## src/rtl/id_ex_stage_reg.sv

```systemverilog
// ID/EX pipeline register with load-use hazard detection; 1-cycle capture latency.
// Optional macro ID_EX_FLUSH_EN honours id_flush; otherwise only reset and hazards load bubbles.
module id_ex_stage_reg #(
    parameter int DATA_W     = 32,
    parameter int REG_ADDR_W = 5
) (
    input  logic                  clk,
    input  logic                  rst,
    input  logic [REG_ADDR_W-1:0] if_id_rs,
    input  logic [REG_ADDR_W-1:0] if_id_rt,
    input  logic [REG_ADDR_W-1:0] if_id_rd,
    input  logic [DATA_W-1:0]     id_read_data1,
    input  logic [DATA_W-1:0]     id_read_data2,
    input  logic [DATA_W-1:0]     id_imm,
    input  logic                  id_reg_write,
    input  logic                  id_mem_read,
    input  logic                  id_mem_write,
    input  logic                  id_mem_to_reg,
    input  logic                  id_alu_src,
    input  logic                  id_reg_dst,
    input  logic [1:0]            id_alu_op,
    input  logic                  id_flush,
    output logic [REG_ADDR_W-1:0] id_ex_rs,
    output logic [REG_ADDR_W-1:0] id_ex_rt,
    output logic [REG_ADDR_W-1:0] id_ex_rd,
    output logic [DATA_W-1:0]     id_ex_read_data1,
    output logic [DATA_W-1:0]     id_ex_read_data2,
    output logic [DATA_W-1:0]     id_ex_imm,
    output logic                  id_ex_reg_write,
    output logic                  id_ex_mem_read,
    output logic                  id_ex_mem_write,
    output logic                  id_ex_mem_to_reg,
    output logic                  id_ex_alu_src,
    output logic                  id_ex_reg_dst,
    output logic [1:0]            id_ex_alu_op,
    output logic                  pc_write,
    output logic                  if_id_write,
    output logic                  hazard_stall
);

    typedef struct packed {
        logic [REG_ADDR_W-1:0] rs;
        logic [REG_ADDR_W-1:0] rt;
        logic [REG_ADDR_W-1:0] rd;
        logic [DATA_W-1:0]     data1;
        logic [DATA_W-1:0]     data2;
        logic [DATA_W-1:0]     imm;
        logic                  reg_write;
        logic                  mem_read;
        logic                  mem_write;
        logic                  mem_to_reg;
        logic                  alu_src;
        logic                  reg_dst;
        logic [1:0]            alu_op;
    } id_ex_t;

    id_ex_t stage_q;
    id_ex_t stage_d;
    id_ex_t dec_in;
    logic   flush_act;

`ifdef ID_EX_FLUSH_EN
    assign flush_act = id_flush;
`else
    logic unused_flush;
    assign unused_flush = id_flush;
    assign flush_act    = 1'b0;
`endif

    // Hazard looks only at the registered load, so a bubble self-clears the stall.
    assign hazard_stall = stage_q.mem_read && (stage_q.rt != '0) &&
                          ((stage_q.rt == if_id_rs) || (stage_q.rt == if_id_rt));
    assign pc_write     = ~hazard_stall;
    assign if_id_write  = ~hazard_stall;

    always_comb begin
        dec_in            = '0;
        dec_in.rs         = if_id_rs;
        dec_in.rt         = if_id_rt;
        dec_in.rd         = if_id_rd;
        dec_in.data1      = id_read_data1;
        dec_in.data2      = id_read_data2;
        dec_in.imm        = id_imm;
        dec_in.reg_write  = id_reg_write;
        dec_in.mem_read   = id_mem_read;
        dec_in.mem_write  = id_mem_write;
        dec_in.mem_to_reg = id_mem_to_reg;
        dec_in.alu_src    = id_alu_src;
        dec_in.reg_dst    = id_reg_dst;
        dec_in.alu_op     = id_alu_op;
    end

    always_comb begin
        stage_d = dec_in;
        if (flush_act || hazard_stall) begin
            stage_d = '0;
        end
    end

    always_ff @(posedge clk or posedge rst) begin
        if (rst) begin
            stage_q <= '0;
        end else begin
            stage_q <= stage_d;
        end
    end

    assign id_ex_rs         = stage_q.rs;
    assign id_ex_rt         = stage_q.rt;
    assign id_ex_rd         = stage_q.rd;
    assign id_ex_read_data1 = stage_q.data1;
    assign id_ex_read_data2 = stage_q.data2;
    assign id_ex_imm        = stage_q.imm;
    assign id_ex_reg_write  = stage_q.reg_write;
    assign id_ex_mem_read   = stage_q.mem_read;
    assign id_ex_mem_write  = stage_q.mem_write;
    assign id_ex_mem_to_reg = stage_q.mem_to_reg;
    assign id_ex_alu_src    = stage_q.alu_src;
    assign id_ex_reg_dst    = stage_q.reg_dst;
    assign id_ex_alu_op     = stage_q.alu_op;

endmodule

```

## config.mk

```make
export PLATFORM = sky130hd
export DESIGN_NAME = id_ex_stage_reg
export DESIGN_NICKNAME = d
export VERILOG_FILES = /design/src/rtl/id_ex_stage_reg.sv
export SDC_FILE = /design/constraint.sdc
export NUM_CORES = 1
export LEC_CHECK = 0
export CORE_ASPECT_RATIO = 0.9
export CORE_MARGIN = 5
export CORE_UTILIZATION = 38
export CTS_CLUSTER_DIAMETER = 200
export DETAILED_ROUTE_END_ITERATION = 10
export PLACE_DENSITY = 0.86
export SYNTH_ARGS = -nofsm -noshare
export SYNTH_HDL_FRONTEND = slang
export SYNTH_SLANG_ARGS = --single-unit
export TNS_END_PERCENT = 5
```

## constraint.sdc

```tcl
create_clock -name clk -period 4.3 [get_ports clk]
set_clock_uncertainty 0.1 [all_clocks]
set_input_delay 0.645 -clock clk [delete_from_list [all_inputs] [get_ports clk]]
set_output_delay 0.645 -clock clk [all_outputs]
set_load 0.05 [all_outputs]
```

==> flow_metrics.env, run 1 <==
export IMPL_outcome="finished clean"
export IMPL_drv_slew=0
export IMPL_drt_pass1_iterations=4
export IMPL_num_antenna_cells=0
export IMPL_tightest_slew_ps=764
export IMPL_drv_cap=0
export IMPL_crit_family="buffers and inverters"
export IMPL_crit_path_start_kind="register"
export IMPL_cts_buffer_depth=2
export IMPL_cts_tree="done"
export IMPL_io_buffers=242
export IMPL_cp_end_kind="primary output"
export IMPL_post_cts_resize_count=0
export IMPL_crit_buf_inv=1
export IMPL_place_gp_congestion=0.804
export IMPL_antenna_found_initial=0
export IMPL_ir_drop_v=0.000285
export IMPL_setup_tns_ps=0
export IMPL_drive_gt1_frac=0.0766
export IMPL_drc=0
export IMPL_track_usage=0.189
export IMPL_grt_pass1_wl_um=18600
export IMPL_place_area_mm2=0.00671
export IMPL_drt_initial_drc_count=273
export IMPL_synth_fp_nets=407
export IMPL_dp_hpwl_um=8490
export IMPL_rsz0062_at_grt="no"
export IMPL_hold_violations=0
export IMPL_fillers=728
export IMPL_synth_cell_type_count=16
export IMPL_crit_fanout=70
export IMPL_min_period_over_period=0.846
export IMPL_synth_area_leaders="dfrtp_1 71%, a21boi_1 15%, a21boi_0 5.2%"
export IMPL_dieWidth_um=121
export IMPL_core_region_area_mm2=0.0109
export IMPL_min_period_ps=3640
export IMPL_cts_max_level=4
export IMPL_finalSetupViolations=0
export IMPL_numCtsBuffers=17
export IMPL_cts_setup_buffers=0
export IMPL_area_growth_pct=74.0
export IMPL_crit_chain="or4_1 -> o21a_4 -> nand2_1 -> clkdlybuf4s50_1"
export IMPL_worstPathRequired_ps=3560
export IMPL_p_total_mw=3.46
export IMPL_vias=3113
export IMPL_start_util=0.389
export IMPL_synth_top_cell_area_share=0.705
export IMPL_whs_ps=612
export IMPL_mostFrequentLayoutCell="clkdlybuf4s50_1"
export IMPL_dp_cells=656
export IMPL_wire_per_inst_um=18.1
export IMPL_clkLatencyLatePin_ps=410
export IMPL_final_cells=687
export IMPL_synthCells=285
export IMPL_layout_common_cells="242 x clkdlybuf4s50_1, 119 x dfrtp_1, 85 x a21boi_1"
export IMPL_grt_pass1_vias=3318
export IMPL_design_area_mm2=0.00734
export IMPL_wirelength_um=12400
export IMPL_hold_buffers=0
export IMPL_power_leakage_nw=3.08
export IMPL_min_path_type="in2async"
export IMPL_ys_seq_area_frac=0.705
export IMPL_die_y_um=110
export IMPL_cp_slowest_cell="clkdlybuf4s50_1"
export IMPL_fin_nets=645
export IMPL_routed_via_density=4.53
export IMPL_ios=244
export IMPL_maxSlewHeadroom=0.490
export IMPL_row_count=36
export IMPL_dieArea_mm2=0.0133
export IMPL_synth_area_mm2=0.00422
export IMPL_yosys_register_bits=119
export IMPL_slowest_delay_ps=850
export IMPL_ant_nets=0
export IMPL_cp_arrival_ps=2890
export IMPL_overflow=0
export IMPL_power_density_mw_per_mm2=471
export IMPL_path_class="reg2out"
export IMPL_avgSynthCellArea_um2=14.8
export IMPL_yosysTopAreaCell="dfrtp_1"
export IMPL_clk_pin_slew_ps=50
export IMPL_yosysWarnings=0
export IMPL_cts_root_buf="clkbuf_16"
export IMPL_fmax_mhz=275
export IMPL_numClockSinks=119
export IMPL_grt_start_max_net_pins=71
[routing by layer]
layer / global-route usage / share of wire / vias up
met4: 0.0720 / 0.016 / 0
met2: 0.317 / 0.52 / 152
li1: - / - / 1452
met5: 0 / 0 / -
met3: 0.0893 / 0.10 / 16
met1: 0.210 / 0.36 / 1493
[through the flow]
step / util / setup slack, ps
after floorplan: - / 398
after global placement: 0.618 / 965
after detailed placement: 0.618 / 954
after CTS: 0.677 / 623
after global routing: 0.677 / 559
final: 0.677 / 662
[cell type report]
class / count / area (um2) / share of cell area
Tap cell: 152 / 190 / 0.0259
Sequential cell: 119 / 2980 / 0.405
Timing Repair Buffer: 246 / 2460 / 0.336
Clock inverter: 10 / 175 / 0.0239
Clock buffer: 21 / 460 / 0.0627
Multi-Input combinational cell: 138 / 1070 / 0.146
Inverter: 1 / 6.26 / 0.000852
[power by group]
part           switching (mW)  total (mW)  internal [mW]
Combinational           0.435       0.709          0.274
Sequential             0.0272        1.22           1.20
Clock                   0.476        1.53           1.05
Total                   0.938        3.46           2.52
[path summary, 6_finish.rpt]
check	start	to	slack, ps	cells past startpoint
setup / recovery	id_ex_rt[4]	pc_write	660	4
hold / removal	rst	id_ex_read_data2[25]	610	2
setup reg to reg	id_ex_rt[4]	id_ex_rs[0]	1940	4
hold reg to reg	id_ex_mem_read	id_ex_imm[14]	910	2
max in group asynchronous	rst	id_ex_read_data1[24]	2700	3
min in group clk	id_reg_dst	id_ex_reg_dst	680	2
[worst reg2reg max path, delay by kind of cell, from the launching register on]
family,cells,cell delay (ps)
AND/OR/NAND/NOR,1,540
flip-flops,1,430
AO/OA/AOI/OAI,2,750
buffers and inverters,1,440
[kinds of logic (layout without fill, tap and decap cells)]
| kind of cell | count (synthesis) | after routing | share of synthesized area |
|---|---|---|---|
| AOI/OAI and AO/OA | 121 | 121 | 0.219 |
| DFF | 119 | 119 | 0.705 |
| buffers and inverters | 28 | 278 | 0.0462 |
| xor gates and xnor gates | 10 | 10 | 0.0207 |
| and+or+nand+nor | 7 | 7 | 0.00830 |
[synth_stat cells]
cell type,number
a21boi_0,29
a21boi_1,85
a21boi_2,5
and2_1,1
buf_2,9
buf_4,1
buf_6,10
clkbuf_1,7
dfrtp_1,119
inv_1,1
nand2_1,3
nand3_1,2
o21a_1,1
o22ai_1,1
or4_1,1
xnor2_1,10
No activity file was read; power rests on OpenSTA's default activity.
==> run 2: changes to the inputs <==
--- a/config.mk
+++ b/config.mk
@@ -7,10 +7,10 @@
 export LEC_CHECK = 0
 export CORE_ASPECT_RATIO = 0.9
 export CORE_MARGIN = 5
-export CORE_UTILIZATION = 38
+export CORE_UTILIZATION = 34
 export CTS_CLUSTER_DIAMETER = 200
 export DETAILED_ROUTE_END_ITERATION = 10
-export PLACE_DENSITY = 0.86
+export PLACE_DENSITY = 0.82
 export SYNTH_ARGS = -nofsm -noshare
 export SYNTH_HDL_FRONTEND = slang
 export SYNTH_SLANG_ARGS = --single-unit
==> constraint.sdc (replaced) <==
create_clock -name clk -period 3.2 [get_ports clk]
set_clock_uncertainty 0.1 [all_clocks]
set_input_delay 0.48 -clock clk [delete_from_list [all_inputs] [get_ports clk]]
set_output_delay 0.48 -clock clk [all_outputs]
set_load 0.05 [all_outputs]
==> run 2 against run 1 <==
  * Die area grew 11%
  * Global-route usage shrank 2.2 points
  * Final area down 0.22%
  * Critical path type unchanged
  * Highest routed layer unchanged
==> flow_metrics.env, run 2 (same netlist as run 1, synthesis figures left out) <==
export IMPL_start_util=0.348
export IMPL_layout_common_cells="239 x clkdlybuf4s50_1, 119 x dfrtp_1, 85 x a21boi_1"
export IMPL_cts_root_buf="clkbuf_16"
export IMPL_area_growth_pct=73.6
export IMPL_grt_use_met2=0.272
export IMPL_vias=3141
export IMPL_cts_tree="done"
export IMPL_min_path_type="in2async"
export IMPL_dp_hpwl_um=8320
export IMPL_dp_cells=664
export IMPL_internal_power_mw=3.29
export IMPL_top_usage_layer="met2"
export IMPL_min_period_ps=2730
export IMPL_cp_arrival_ps=2150
export IMPL_cp_end_kind="primary output"
export IMPL_multi_input_area_mm2=0.00107
export IMPL_ant_nets=0
export IMPL_drv_slew=0
export IMPL_drive_gt1_frac=0.0804
export IMPL_reg2reg_to="id_ex_rs[4]"
export IMPL_reg2reg_depth=4
export IMPL_numCtsBuffers=17
export IMPL_min_period_over_period=0.854
export IMPL_rsz0062_at_grt="no"
export IMPL_fillers=920
export IMPL_clk_pin_slew_ps=50
export IMPL_ff_latch_area_mm2=0.00298
export IMPL_place_gp_congestion=0.810
export IMPL_ios=244
export IMPL_row_count=38
export IMPL_maxSlewHeadroom=0.487
export IMPL_track_usage=0.166
export IMPL_utilization=0.604
export IMPL_path_class="reg2out"
export IMPL_numClockSinks=119
export IMPL_drv_cap=0
export IMPL_drc=0
export IMPL_whs_ps=506
export IMPL_fmax_mhz=366
export IMPL_dieWidth_um=127
export IMPL_hold_violations=0
export IMPL_clkLatencyLatePin_ps=400
export IMPL_grt_start_max_net_pins=120
export IMPL_mostFrequentLayoutCell="clkdlybuf4s50_1"
export IMPL_worstPathRequired_ps=2620
export IMPL_switching_power_mw=1.25
export IMPL_ir_drop_v=0.000404
export IMPL_overflow=0
export IMPL_setup_tns_ps=0
export IMPL_seq_power_share=0.363
export IMPL_outcome="finished clean"
export IMPL_cts_buffer_depth=2
export IMPL_hold_buffers=0
export IMPL_dieArea_mm2=0.0147
export IMPL_clkPwrFrac=0.428
export IMPL_cts_max_level=4
export IMPL_p_total_mw=4.53
export IMPL_num_antenna_cells=0
export IMPL_power_density_mw_per_mm2=619
export IMPL_reg2reg_slack_ps=840
export IMPL_wirelength_um=12000
export IMPL_final_cells=695
export IMPL_crit_fanout=43
export IMPL_drt_initial_drc_count=161
export IMPL_grt_pass1_vias=3363
export IMPL_tightest_slew_ps=770
export IMPL_wire_per_inst_um=17.2
export IMPL_cts_setup_buffers=0
export IMPL_die_y_um=116
export IMPL_met1_usage=0.190
export IMPL_reg2reg_from="id_ex_rt[1]"
export IMPL_grt_pass1_wl_um=18700
export IMPL_crit_path_start_kind="register"
export IMPL_grtUsageMet3=0.0788
export IMPL_drt_pass1_iterations=4
export IMPL_core_region_area_mm2=0.0121
export IMPL_p_comb_frac=0.209
export IMPL_antenna_found_initial=0
export IMPL_io_buffers=242
export IMPL_fin_nets=645
export IMPL_finalSetupViolations=0
export IMPL_routed_via_density=4.52
export IMPL_swShare=0.275
export IMPL_post_cts_resize_count=0
export IMPL_power_leakage_nw=3.06
[run 2: how the worst max path moves through the flow]
| stage | from | to | slack [ps] | cells past startpoint |
|---|---|---|---|---|
| 2_1_floorplan | id_ex_rt[4] | pc_write | 390 | 7 |
| 3_3_place_gp | if_id_rt[4] | id_ex_mem_read | 790 | 6 |
| 3_5_place_dp | if_id_rs[4] | id_ex_rs[4] | 700 | 6 |
| 4_1_cts | id_ex_rt[4] | hazard_stall | 410 | 4 |
| 5_1_grt | id_ex_rt[4] | hazard_stall | 350 | 4 |
| 6_report | id_ex_rt[1] | hazard_stall | 470 | 4 |
[run 2: cell type report]
| type | instances | area share |
|---|---|---|
| Sequential cell | 119 | 0.406 |
| Timing Repair Buffer | 246 | 0.337 |
| Multi-Input combinational cell | 138 | 0.146 |
| Clock buffer | 21 | 0.0615 |
| Tap cell | 160 | 0.0273 |
| Clock inverter | 10 | 0.0208 |
| Inverter | 1 | 0.00102 |
[run 2: worst max-delay path, cell delays in order (launching register included)]
cell	delay (ps)
dfrtp_1	430
or4_1	550
o21a_4	360
and2_1	260
buf_12	150
[run 2: metal layers]
metal	part of all wire	vias up
li1	-	1449
met1	0.38	1505
met2	0.49	170
met3	0.12	17
met4	0.021	0
met5	0	-
[run 2: power groups by stage]
stage	Combinational [mW]	Clock, mW	Sequential (mW)
CTS	0.961	1.98	1.65
global placement	0.945	0	1.66
detailed placement	0.956	0	1.67
finish	0.949	1.94	1.64
global route	0.996	2.05	1.66
floorplan	0.187	0	2.04
[run 2: stage by stage]
stage	worst slack (ps)	area, um2
3_3_place_gp	788	6730
6_report	467	7330
3_5_place_dp	705	6730
4_1_cts	411	7330
5_1_grt	346	7330
2_1_floorplan	392	4230
==> run 3: changes to the inputs <==
--- a/config.mk
+++ b/config.mk
@@ -8,7 +8,6 @@
 export CORE_ASPECT_RATIO = 0.9
 export CORE_MARGIN = 5
 export CORE_UTILIZATION = 34
-export CTS_CLUSTER_DIAMETER = 200
 export DETAILED_ROUTE_END_ITERATION = 10
 export PLACE_DENSITY = 0.82
 export SYNTH_ARGS = -nofsm -noshare
==> results of run 3 <==
No change in the layout: final DEF, timing and power equal those of run 2.
